[src/rtl/data_mem_param.sv]
// Parametrised data memory: MEM-field driven write/read/clear, pipelined read path
// with a valid strobe, and a clear sequencer that zeroes the array after reset or on command.
module data_mem_param #(
  parameter int WORD_SIZE      = 4,
  parameter int ADDR_WIDTH     = 4,
  parameter int READ_LATENCY   = 1,
  parameter int CLEAR_ON_RESET = 1
) (
  input  logic                  clk,
  input  logic                  reset,
  input  logic [ADDR_WIDTH-1:0] addr,
  input  logic [1:0]            mem_op,
  input  logic [WORD_SIZE-1:0]  bus_in,
  output logic [WORD_SIZE-1:0]  bus_out,
  output logic                  rd_valid,
  output logic                  busy
);

  localparam int DEPTH = 2 ** ADDR_WIDTH;

  localparam logic [1:0] OP_NOP   = 2'b00;
  localparam logic [1:0] OP_WRITE = 2'b01;
  localparam logic [1:0] OP_READ  = 2'b10;
  localparam logic [1:0] OP_CLEAR = 2'b11;

  if (READ_LATENCY < 1 || READ_LATENCY > 3) begin : g_bad_latency
    $error("data_mem_param: READ_LATENCY must be 1..3");
  end

  typedef enum logic [1:0] {
    RESET_HOLD = 2'd0,
    SWEEP      = 2'd1,
    READY      = 2'd2
  } state_t;

  state_t                  state;
  state_t                  state_nx;
  logic [ADDR_WIDTH-1:0]   cnt;
  logic [WORD_SIZE-1:0]    memory [DEPTH];
  logic [WORD_SIZE-1:0]    pipe_d [READ_LATENCY];
  logic [READ_LATENCY-1:0] pipe_v;
  logic                    rd_issue;
  logic                    wr_issue;
  logic                    clr_issue;

  // Ops only take effect in READY; reset low overrides everything.
  always_comb begin
    state_nx  = state;
    rd_issue  = 1'b0;
    wr_issue  = 1'b0;
    clr_issue = 1'b0;
    case (state)
      RESET_HOLD: state_nx = (CLEAR_ON_RESET != 0) ? SWEEP : READY;
      SWEEP:      if (&cnt) state_nx = READY;
      READY: begin
        case (mem_op)
          OP_WRITE: wr_issue  = 1'b1;
          OP_READ:  rd_issue  = 1'b1;
          OP_CLEAR: clr_issue = 1'b1;
          OP_NOP:   ;
          default:  ;
        endcase
        if (clr_issue) state_nx = SWEEP;
      end
      default:    state_nx = RESET_HOLD;
    endcase
  end

  always_ff @(posedge clk) begin
    if (!reset) state <= RESET_HOLD;
    else        state <= state_nx;
  end

  always_ff @(posedge clk) begin
    if (!reset)               cnt <= '0;
    else if (state == SWEEP)  cnt <= cnt + 1'b1;
    else if (clr_issue)       cnt <= '0;
  end

  // Array has no reset: contents survive reset, only the sweep zeroes them.
  always_ff @(posedge clk) begin
    if (reset) begin
      if (state == SWEEP)  memory[cnt]  <= '0;
      else if (wr_issue)   memory[addr] <= bus_in;
    end
  end

  always_ff @(posedge clk) begin
    if (!reset) begin
      pipe_v <= '0;
    end else begin
      pipe_v[0] <= rd_issue;
      for (int i = 1; i < READ_LATENCY; i++) pipe_v[i] <= pipe_v[i-1];
    end
  end

  always_ff @(posedge clk) begin
    if (rd_issue) pipe_d[0] <= memory[addr];
    for (int i = 1; i < READ_LATENCY; i++) pipe_d[i] <= pipe_d[i-1];
  end

  always_ff @(posedge clk) begin
    if (!reset) begin
      bus_out  <= '0;
      rd_valid <= 1'b0;
    end else begin
      rd_valid <= pipe_v[READ_LATENCY-1];
      if (pipe_v[READ_LATENCY-1]) bus_out <= pipe_d[READ_LATENCY-1];
    end
  end

  assign busy = (state == SWEEP);

endmodule

[config.mk]
export PLATFORM = sky130hd
export DESIGN_NAME = data_mem_param
export DESIGN_NICKNAME = d
export VERILOG_FILES = /design/src/rtl/data_mem_param.sv
export SDC_FILE = /design/constraint.sdc
export NUM_CORES = 1
export LEC_CHECK = 0
export CORE_ASPECT_RATIO = 1.4
export CORE_MARGIN = 2
export CORE_UTILIZATION = 48
export CTS_BUF_LIST = sky130_fd_sc_hd__clkbuf_16
export DETAILED_ROUTE_END_ITERATION = 8
export PLACE_DENSITY_LB_ADDON = 0.15
export SLEW_MARGIN = 10
export SYNTH_ARGS = -nofsm -noshare
export SYNTH_HDL_FRONTEND = slang
export SYNTH_SLANG_ARGS = --single-unit
[constraint.sdc]
create_clock -name clk -period 2.5 [get_ports clk]
set_input_delay 0.625 -clock clk [delete_from_list [all_inputs] [get_ports clk]]
set_output_delay 0.625 -clock clk [all_outputs]
set_load 0.05 [all_outputs]
==> metrics.md <==
| Metric | Value |
|---|---|
| GRT overflow | 0 |
| Worst slew pin tran | 0.6390 ns |
| Pre-antenna DRT Iters | 5 |
| GRT Total Usage | 19.95% |
| Status | finished, final reports clean |
| Sequential share of power | 51.1% |
| CP Cell Sequence | clkdlybuf4s50_1 -> buf_4 -> mux4_1 -> a22oi_1 -> nand2_1 |
| RSZ-0062 raised after global routing | no |
| Critical Path AT | 2.36 ns |
| Clk_skew | 0.006107 ns |
| Synthesis-stage register bit count | 80 |
| First-pass GRT wire length | 11.03 mm |
| DR WL/cell | about 20 um |
| Nets | around 280 |
| Clock Power Share | between 40% and 50% |
| GP Congestion | ~0.88 |
| LEAKAGE | 1.285 nW |
| DRT iter0 DRCs | 181 |
| CORE AREA | just under 7000 um2 |
| Wire length on met3 | ~340 um |
| Distinct cells, synth | 38 |
| Max stage delay on crit path | 0.61 ns |
| Worst-Skew Late Latency | 0.34 ns |
| Detail Placement HPWL | 5.088 mm |
| Maximum VDD drop | 0.3446 mV |
| Clock Root Buffer | clkbuf_16 |
| Mapped Nets | about 230 |
| Met2 Wirelength | 3.615 mm |
| TritonCTS Buffers | 9 |
| Hold Crit Depth | 2 |
| Worst Slack Setup Final | roughly 0.23 ns |
| Syn avg cell area | approximately 16 um2 |
| R2R depth | 4 |
| Hold Crit Class | flip-flop to flip-flop |
| Post-synth top area cell | edfxtp_1 |
| Crit Path Max Fanout | 15 |
| CTS tree | yes |
| Switching share of power | approximately a fifth |
| Final setup violation count | 0 |
| H-tree depth | 3 |
| IO Pins | 18 |
| Vias per cell | 5.691 |
| Slew Viols, Final | 0 |
| Ant. Diodes | 0 |
| Metal-1 WL | 2.976 mm |
| Area post-placement | 3881 um2 |
| Clk slew on worst S/H paths | about 0.060 ns |
| Register Area | 2282 um2 |
| Detail Route Antenna Nets | 0 |
| Pwr Density | around 700 nW/um2 |
| Layout Cell Area excl Fill | about 4200 um2 |
| # Max-Cap Violations | 0 |
| Initial antenna violation count | 0 |
| Critical Path RT | 2.58 ns |
| Combinational Power Share | 5.0% |
| Slew Limit Headroom | a little under three fifths |
| DRC errors left | 0 |
| Port bufs | 17 |
| Layout cells sized above 1 | between 20% and 30% |
| Sink Count | 80 |
| CP delay by family, top | buffers and inverters |
| Slowest CP cell | mux4_1 |
| Die Ht | roughly 100 um |
| Die span in x | 75.19 um |
| Vias | 2066 |
| Effective utilization at floorplan | about half |
| Hold Violations, Final | 0 |
| Setup_tns | 0 ns |
| Pint | 2.265 mW |
| Num rows | 36 |
| Place WS | -0.1179 ns |
| Vias in the first global route | 2110 |
| Synth top area share | 59.96% |
| Max Used Layer | met4 |
| Multi-input logic area | 1033 um2 |
| Cell depth of the worst setup path | 5 |
| DRT Wirelength | 7.107 mm |
| Clk buf depth | 2 |
| Fill cells | 574 |
| Overall Power | about 2.8 mW |
| Startpoint Class | input port |
| Worst Path Buf+Inv | 2 |
| Synthesized area | between 3000 and 4000 um2 |
| Mapped Cells | 215 |
| Synth warn | 0 |
| Non-filler cells, final | ~360 |
| # resized after CTS | 0 |
| Seq/Total Area, Yosys | 67.01% |
| CP Class | input port to flip-flop |
| Area growth syn-to-layout | 22.19% |
| Setup bufs post-CTS | 0 |
| Largest net degree at the start of global routing | 17 |
| Tmin final | 2.273 ns |
| Placed instance count | between 300 and 400 |
| Hold_buf cts | 0 |
| Endpoint type of the worst setup path | flip-flop |
| Area contributors post-synth | edfxtp_1 (60%), dfxtp_1 (7.1%), mux4_1 (6.9%) |
| Die area | 7795 um2 |
| Crit share post-route | 90.93% |
| Max Fclk | between 0.4 and 0.5 GHz |
| Net Switching | about 0.57 mW |
==> cells in the mapped netlist <==
cell type  count
mux4_2         7
and4b_1        2
mux4_1         9
a41oi_1        1
buf_12         1
nand4_1        1
buf_6          1
o211ai_1       1
inv_1          4
nand2b_1       2
nor3_1         1
nand4b_1       2
edfxtp_1      68
buf_2          2
o22ai_1        8
ha_1           1
nor2_1         8
a21oi_1        6
o21a_1         2
o32ai_1        4
and3_1         4
clkinv_1       1
a2bb2oi_1      1
a311oi_1       1
nand2_1       14
o21ai_0        4
a31oi_1        1
nand3b_1       2
and2_1         2
and4bb_2       1
dfxtp_1       12
clkbuf_1       8
nand3_1       10
mux2i_1        4
nor2b_1        4
o31ai_1        2
a211oi_1       1
a22oi_1       12
==> path summary, 6_finish.rpt <==
kind           startpoint            to  slack, ns
max               addr[0]  pipe_d[0][1]       0.23
min          pipe_d[0][2]    bus_out[2]       0.48
max reg2reg      state[1]  memory[7][2]       0.61
min reg2reg  pipe_d[0][2]    bus_out[2]       0.48
==> final cells by class <==
type                            count  share of cell area [%]
Clock buffer                        9                   5.412
Timing Repair Buffer               50                   10.28
Inverter                            5                  0.4510
Tap cell                           95                   2.856
Multi-Input combinational cell    118                   24.83
Sequential cell                    80                   54.84
Clock inverter                      6                   1.323
==> per-layer routing <==
layer  vias to the layer above  track usage (%)
li1                        978                -
met1                      1018            25.30
met2                        58            30.76
met3                        12            5.837
met4                         0            9.900
met5                         -                0
==> worst min-delay path: stages (launching register included) <==
cell and delay, ns:
edfxtp_1 0.32, mux2i_1 0.06, nor2_1 0.07
==> registers in the layout, summed over array words and instances (netlist names) <==
signal / cells
pipe_v: 1
bus_out: 4
rd_valid: 1
cnt: 4
state: 2
memory: 64
pipe_d: 4
==> per-stage QoR <==
step	util (%)	hold WS, ns
floorplan	-	0.4563
global placement	55.95	0.4709
detailed placement	55.95	0.4805
CTS	59.99	0.4895
global route	59.99	0.5336
finish	59.99	0.4823
==> logic make-up (layout without fill, tap and decap cells) <==
logic type,after synthesis,after routing,synth area share [%]
compound gates,44,44,8.891
flops,80,80,67.01
buf+inv,17,70,2.645
fa+ha+maj,1,1,0.3673
simple gates,53,53,8.339
mux,20,20,12.75
==> placed cells by master (no fill, tap or decap), types with 2 or more instances in the layout <==
master / synthesis / layout
clkinv_1: 1 / 2
edfxtp_1: 68 / 68
buf_4: 0 / 33
nand2_1: 14 / 14
and2_1: 2 / 2
o31ai_1: 2 / 2
mux2i_1: 4 / 4
dfxtp_1: 12 / 12
nand3b_1: 2 / 2
mux4_1: 9 / 9
inv_1: 4 / 6
a21oi_1: 6 / 6
and4b_1: 2 / 2
o21ai_0: 4 / 4
nand2b_1: 2 / 2
o22ai_1: 8 / 8
nor2_1: 8 / 8
mux4_2: 7 / 7
nor2b_1: 4 / 4
nand3_1: 10 / 10
clkdlybuf4s50_1: 0 / 16
o21a_1: 2 / 2
nand4b_1: 2 / 2
o32ai_1: 4 / 4
and3_1: 4 / 4
a22oi_1: 12 / 12
clkbuf_16: 0 / 9
==> power by group through the flow <==
| stage | sequential, mW | clock (mW) | combinational, mW |
|---|---|---|---|
| after floorplan | 1.47 | 0 | 0.0844 |
| after global placement | 1.48 | 0 | 0.142 |
| after detailed placement | 1.48 | 0 | 0.142 |
| after CTS | 1.45 | 1.26 | 0.143 |
| after global routing | 1.45 | 1.31 | 0.155 |
| final | 1.45 | 1.24 | 0.143 |
Note: power is estimated with default switching activity, not from simulation.
